### config.mk
export PLATFORM = sky130hd
export DESIGN_NAME = wb_regfile
export DESIGN_NICKNAME = d
export VERILOG_FILES = /design/src/rtl/mips_pkg.sv /design/src/rtl/wb_mux.sv /design/src/rtl/wb_regfile.sv
export SDC_FILE = /design/constraint.sdc
export NUM_CORES = 2
export LEC_CHECK = 0
export ABC_AREA = 1
export BUFFER_PORTS_ARGS = -buffer_cell sky130_fd_sc_hd__buf_2
export CORE_UTILIZATION = 30
export DETAILED_ROUTE_END_ITERATION = 12
export GPL_TIMING_DRIVEN = 0
export PLACE_DENSITY_LB_ADDON = 0.08
export RECOVER_POWER = 100
export SETUP_SLACK_MARGIN = 0.3
export SLEW_MARGIN = 20
export SYNTH_ARGS = -nofsm -noshare
export SYNTH_HDL_FRONTEND = slang
export SYNTH_SLANG_ARGS = --single-unit
export TNS_END_PERCENT = 100
### constraint.sdc
create_clock -name clk -period 3.2 [get_ports clk]
set_clock_uncertainty 0.1 [all_clocks]
set_input_delay 0.32 -clock clk [delete_from_list [all_inputs] [get_ports clk]]
set_output_delay 0.32 -clock clk [all_outputs]
set_load 0.05 [all_outputs]
### src/rtl/mips_pkg.sv
// mips_pkg
// Definitions shared by the ID/EX/MEM/WB stages of the 32-bit MIPS pipeline:
//   DATA_W      default datapath width
//   REG_ADDR_W  register address width
//   reg_addr_t  register address type
//   REG_ZERO    address of the hard-wired zero register ($zero)
//   wb_src_e    encoding of the MemtoReg control bit
//   is_reg_zero helper that tests an address against REG_ZERO
package mips_pkg;

  localparam int DATA_W     = 32;
  localparam int REG_ADDR_W = 5;

  typedef logic [REG_ADDR_W-1:0] reg_addr_t;

  localparam reg_addr_t REG_ZERO = 5'd0;

  // MemtoReg encoding: 1 selects load data, 0 selects the ALU result.
  typedef enum logic {
    WB_SRC_ALU = 1'b0,
    WB_SRC_MEM = 1'b1
  } wb_src_e;

  function automatic logic is_reg_zero(input reg_addr_t addr);
    return (addr == REG_ZERO);
  endfunction

endpackage

### src/rtl/wb_mux.sv
// wb_mux
// Write-back source select. Purely combinational.
// Ports:
//   sel_in       MemtoReg control (1 = memory data, 0 = ALU result)
//   mem_data_in  load data from the MEM/WB register
//   alu_data_in  ALU result from the MEM/WB register
//   wb_data_out  selected write-back value
module wb_mux
  import mips_pkg::*;
#(
  parameter int n = DATA_W
) (
  input  logic         sel_in,
  input  logic [n-1:0] mem_data_in,
  input  logic [n-1:0] alu_data_in,
  output logic [n-1:0] wb_data_out
);

  wb_src_e src;

  assign src         = wb_src_e'(sel_in);
  assign wb_data_out = (src == WB_SRC_MEM) ? mem_data_in : alu_data_in;

endmodule

### src/rtl/wb_regfile.sv
// wb_regfile
// Write-back stage and architectural register file of the MIPS pipeline.
// Selects the write-back value, commits it to a 2**ADDR_W entry register file
// on the rising edge of clk and serves two asynchronous read ports to ID.
// Register 0 is hard-wired to zero.
//
// Optional feature: define WB_REGFILE_BYPASS_EN to forward a same-cycle commit
// straight to a read port that addresses the write target (write-first).
//
// Ports:
//   clk                    clock, all state changes on the rising edge
//   rst                    synchronous active-high reset, clears all entries
//   Reg_Write_in           write enable from MEM/WB
//   MemtoReg_in            1 = write memory data, 0 = write ALU result
//   data_memory_output_in  load data from MEM/WB
//   ALU_Output_in          ALU result from MEM/WB
//   MEM_WB_Rd_in           destination register
//   Read_Reg1_in/2_in      ID-stage source addresses (rs, rt)
//   Read_Data1_out/2_out   contents of rs / rt (0 while rst is high)
//   WB_Data_out            selected write-back value (never gated)
//   WB_Valid_out           high when a commit to a nonzero register happens
module wb_regfile
  import mips_pkg::*;
#(
  parameter int n      = DATA_W,
  parameter int ADDR_W = REG_ADDR_W
) (
  input  logic              clk,
  input  logic              rst,
  input  logic              Reg_Write_in,
  input  logic              MemtoReg_in,
  input  logic [n-1:0]      data_memory_output_in,
  input  logic [n-1:0]      ALU_Output_in,
  input  logic [ADDR_W-1:0] MEM_WB_Rd_in,
  input  logic [ADDR_W-1:0] Read_Reg1_in,
  input  logic [ADDR_W-1:0] Read_Reg2_in,
  output logic [n-1:0]      Read_Data1_out,
  output logic [n-1:0]      Read_Data2_out,
  output logic [n-1:0]      WB_Data_out,
  output logic              WB_Valid_out
);

  localparam int DEPTH = 2 ** ADDR_W;
  localparam logic [ADDR_W-1:0] ZERO_ADDR = ADDR_W'(REG_ZERO);

  logic [n-1:0]      wb_data;
  logic              commit;
  logic [n-1:0]      regs [DEPTH];

  // Both read ports are built from one template, indexed by port number.
  logic [ADDR_W-1:0] rd_addr [2];
  logic [n-1:0]      rd_data [2];

  // --------------------------------------------------------------------
  // Write-back value select
  // --------------------------------------------------------------------
  wb_mux #(
    .n (n)
  ) u_wb_mux (
    .sel_in      (MemtoReg_in),
    .mem_data_in (data_memory_output_in),
    .alu_data_in (ALU_Output_in),
    .wb_data_out (wb_data)
  );

  assign WB_Data_out = wb_data;

  // A write to $zero is not a commit, so it neither updates storage nor
  // raises WB_Valid_out. Reset masks the commit in the same cycle.
  assign commit       = Reg_Write_in && (MEM_WB_Rd_in != ZERO_ADDR) && !rst;
  assign WB_Valid_out = commit;

  // --------------------------------------------------------------------
  // Storage. Entry 0 is cleared by reset and never written afterwards
  // (commit excludes it); the read mux also forces it to zero so the
  // pre-reset contents of entry 0 can never leak out.
  // --------------------------------------------------------------------
  always_ff @(posedge clk) begin
    if (rst) begin
      for (int i = 0; i < DEPTH; i++) begin
        regs[i] <= '0;
      end
    end else if (commit) begin
      regs[MEM_WB_Rd_in] <= wb_data;
    end
  end

  // --------------------------------------------------------------------
  // Asynchronous read ports
  // --------------------------------------------------------------------
  assign rd_addr[0] = Read_Reg1_in;
  assign rd_addr[1] = Read_Reg2_in;

  genvar gi;
  generate
    for (gi = 0; gi < 2; gi++) begin : g_rd_port
      always_comb begin
        rd_data[gi] = regs[rd_addr[gi]];
`ifdef WB_REGFILE_BYPASS_EN
        // Write-first: the value committing at the coming edge is visible
        // now, closing the WB->ID hazard without a stall.
        if (commit && (rd_addr[gi] == MEM_WB_Rd_in)) begin
          rd_data[gi] = wb_data;
        end
`endif
        if (rd_addr[gi] == ZERO_ADDR) begin
          rd_data[gi] = '0;
        end
        if (rst) begin
          rd_data[gi] = '0;
        end
      end
    end
  endgenerate

  assign Read_Data1_out = rd_data[0];
  assign Read_Data2_out = rd_data[1];

endmodule

# After elaboration in Yosys (flattened, before gate mapping)

Memories as Yosys holds them, arrays and structs flattened.
Index checks and enable logic that the tools add are counted.

Bits of input ports: 83
Register bits: 0
Logic and storage cells: 21
Output and inout bits: 97
Memories kept: 1
Memory bits (writable): 1024

Reductions and logical operators: 7
Mux-type cells: 13

Memory list:

| name | depth | bits a word | rd ports | clocked after Yosys merged registers in | wr ports | line             | RTL |
|---|---|---|---|---|---|---|---|
| regs | 32    | 32          | 2        | 0                                       | 32       | wb_regfile.sv:48 | `logic [n-1:0] regs [DEPTH];` |

Operators with widths:

| operator          | number |
|---|---|
| $mux 32           | 6 |
| $reduce_or 32->1  | 1 |
| $logic_not 5->1   | 2 |
| $mux 1            | 6 |
| $mux 5            | 1 |
| $reduce_bool 5->1 | 1 |
| $logic_and 1x1->1 | 2 |
| $logic_not 1->1   | 1 |

# Longest topological paths before layout

Depth in word-level cells: 8
Depth in mapped cells: 12
Depth with buffers taken out: 10

# Cells and area by module

A second synthesis with hierarchy kept.

Cell total of the unflattened synthesis: 7788
Area, all modules: 59210.5 µm²

By module, submodules not included:

| module     | cells each | instances | area each (µm²) | sequential area each (µm²) |
|---|---|---|---|---|
| wb_regfile | 7684       | 1         | 58718.8         | 30749.5 |
| wb_mux     | 104        | 1         | 491.7           | 0.0 |

# Worst setup path before layout

No wires, ideal clock.

Path kind: input -> register
From: input port MEM_WB_Rd_in[3]
To: memory regs[10][0] (netlist name), enable pin
Arrival time: 2.308 ns
Path buffers: 1
Stages: 11
Setup time: 0.389 ns
Setup slack: 0.402 ns
Required time: 2.711 ns
Cells stage by stage: inv_1 -> nand3_1 -> inv_1 -> nand2_1 -> nand3_1 -> inv_1 -> nand3_1 -> inv_1 -> nand2_1 -> buf_2 -> nand2_1

RTL lines:

| element            | line             | RTL |
|---|---|---|
| start: declaration | wb_regfile.sv:34 | `input logic [ADDR_W-1:0] MEM_WB_Rd_in,` |
| end: declaration   | wb_regfile.sv:48 |  |

==> results.py <==
metrics = {
    "worst_setup_path": {
        "crit_path_end_kind": "flop",
        "crit_start": "MEM_WB_Rd_in[3]",
        "path_max_fanout": 19,
        "crit_required_ps": 3600,
        "arrival_ps": 3730,
        "endpoint": "regs[8][10]$_SDFFCE_PN0P_",
        "path_class": "input port to flop",
        "startpoint_type": "input port",
        "slowest_delay_ps": 560,
        "worstPathCellList": "buf_2 -> inv_1 -> nand3_1 -> inv_1 -> nand2_1 -> nand3_1 -> inv_1 -> nand2_1 -> inv_1 -> nand2_1 -> buf_2 -> nand2_2 -> buf_12",
        "crit_slowest_cell": "nand2_1",
        "path_common_cell": "inv_1",
    },
    "power_and_ir_drop": {
        "clock_power_share": 0.396,
        "switching_share": 0.331,
        "internal_power_mw": 25.8,
        "vdd_ir_drop_max_v": 0.000505,
        "total_power_mw": 38.6,
        "power_frac_comb": 0.197,
        "p_leak_nw": 32.6,
        "sequentialPowerShare": 0.407,
        "cellPowerDensity_nw_per_um2": 539,
        "p_sw_mw": 12.8,
    },
    "finish": {
        "final_nets": 8377,
        "final_cells": 11043,
        "regMostFlops": "regs",
        "seq_area_sq_um": 30700,
        "reg_top3": "regs (1024)",
        "fin_util": 0.363,
        "largest_reg_flops": 1024,
        "layout-drive-gt1-share": 0.127,
        "design_area_sq_um": 71700,
        "n_fill_cell": 20835,
        "multiInputGateArea_sq_um": 23100,
        "area_growth_pct": 20.5,
    },
    "synthesis": {
        "synth-async-reset-ratio": 0,
        "yosys.cell_types.count": 16,
        "yosysTopAreaCellShare": 0.517,
        "synth_edf_count": 1024,
        "synth-seq-area-share": 0.517,
        "yosys-top-cells-count": "nand2_1, nand3_1, nor2_1, inv_1, edfxtp_1",
        "ys.flop_type": "edfxtp_1",
        "synth_most_common_cell": "nand2_1",
        "synth.ff_latch_count": 1024,
        "synth_largest_area_cell": "edfxtp_1",
        "postSynthCellCount": 7872,
        "synth.area.top_cells": "edfxtp_1, nand3_1, nand2_1",
        "avgSynthCellArea_sq_um": 7.56,
        "synth_area_sq_um": 59500,
        "synth_warnings": 0,
    },
    "floorplan": {
        "start_util": 0.302,
        "coreArea_sq_um": 197000,
        "die_y_microns": 447,
        "die-area_sq_um": 200000,
        "design.portCount": 180,
        "die_w_microns": 447,
        "core.rowCount": 163,
    },
    "placed_design": {
        "dp.cells": 10746,
        "pre_cts_slack_ps": -1070,
        "placedInstanceArea_sq_um": 64700,
        "hpwlAfterDp_microns": 275000,
        "io_buffers": 174,
        "routabilityCongestion": 0.977,
    },
    "timing": {
        "holdWs_ps": 25.1,
        "slew_viol_final": 33,
        "finalSetupTns_ps": -11840,
        "fin_crit_sh": 1.04,
        "setup_violations": 223,
        "worst_pin_slew_ps": 3000,
        "period_minus_slack_ps": 3330,
        "report.final.hold_viol_count": 0,
        "fmax_mhz": 300,
        "setup_ws_ps": -133,
        "relSlewSlack": -1.00,
        "grt_setup_unrepaired": "true",
    },
    "status": {
        "outcome": "finished, violations left",
        "violations": "max-capacitance violations, max-slew violations, negative setup slack",
    },
    "clocking": {
        "cts_sinks": 1024,
        "cts-buffers-inserted": 134,
        "htreeDepth": 4,
        "ctsLongestPathBuffers": 3,
        "cts_tree": "done",
        "clk_pin_slew_ps": 60,
        "cts_root_buf": "clkbuf_16",
    },
    "detailed_routing": {
        "ant_nets": 0,
        "routed_wl_microns": 388000,
        "dr_total_vias": 62657,
        "viasPerCell": 5.67,
        "drt_first_pass_iters": 9,
        "route.detailed.drc": 0,
        "wire_per_inst_microns": 35.1,
        "drtIter0Drc": 10127,
    },
    "global_routing": {
        "antenna_found_initial": 15,
        "overflow": 0,
        "grt_pass1_wl_microns": 507000,
        "grt_pass1_vias": 57309,
        "grt_max_degree": 33,
        "grt_use_total": 0.379,
    },
    "hold_path": {
        "hold_class": "input port to flop",
    },
    "run": {
        "max_cap_violations": 1,
    },
}
==> power groups by stage <==
stage | Clock [mW] | Sequential, mW | Combinational [mW]
floorplan | 0 | 15.9 | 3.45
global placement | 0 | 16.0 | 6.72
detailed placement | 0 | 16.0 | 6.86
CTS | 15.3 | 15.7 | 7.27
global route | 15.7 | 15.8 | 7.74
finish | 15.3 | 15.7 | 7.62
==> per-layer routing <==
layer	share of wire	vias to the layer above	track usage	wire, microns
met2	0.42	4623	0.554	163000
met4	0.084	16	0.274	32700
met3	0.11	1054	0.0875	41700
met1	0.39	30904	0.489	151000
li1	-	26060	-	-
met5	0.00027	-	0	103
==> timing repair <==
item / CTS / global route
pin swaps: 13 / 17
endpoints found under the hold margin: 54 / 5
resized for setup: 855 / 308
hold buffers: 45 / 3
buffers inserted: 0 / 4
endpoints found under the setup margin: 309 / 426
==> cell type report <==
type                       instances  share of cell area
buffer                           646              0.0590
clock inverter                    69             0.00768
sequential                      1024               0.429
multi-input combinational       5202               0.323
timing repair buffer             255              0.0301
inverter                        1031              0.0541
antenna                            9            0.000314
clock buffer                     167              0.0509
tap                             2640              0.0461
==> placed cells by master (no fill, tap or decap), types with 133 or more instances in the layout <==
master,instances
nand2_1,2044
nand3_1,1705
nor2_1,1072
edfxtp_1,1024
inv_1,1023
buf_2,186
clkbuf_1,182
clkbuf_16,143
clkbuf_2,139
clkbuf_4,133
==> critical path: cells and delay by family <==
kind | cells | cell delay [ps]
buf+inv | 7 | 1790
simple gates | 6 | 1530
==> worst min-delay path by stage <==
stage                         startpoint                         to  cells after the start
4_1_cts                ALU_Output_in[21]  regs[5][21]$_SDFFCE_PN0P_                      3
5_1_grt        data_memory_output_in[31]  regs[1][31]$_SDFFCE_PN0P_                      5
6_report       data_memory_output_in[31]  regs[1][31]$_SDFFCE_PN0P_                      5
3_3_place_gp           ALU_Output_in[24]  regs[5][24]$_SDFFCE_PN0P_                      3
2_1_floorplan          ALU_Output_in[10]  regs[4][10]$_SDFFCE_PN0P_                      2
3_5_place_dp           ALU_Output_in[24]  regs[4][24]$_SDFFCE_PN0P_                      3
==> cell families after synthesis <==
logic type / share of synthesized area
other cells: 0.0000630
compound gates: 0.0190
simple gates: 0.354
buf+inv: 0.110
flops: 0.517
Note: power is estimated with default switching activity, not from simulation.
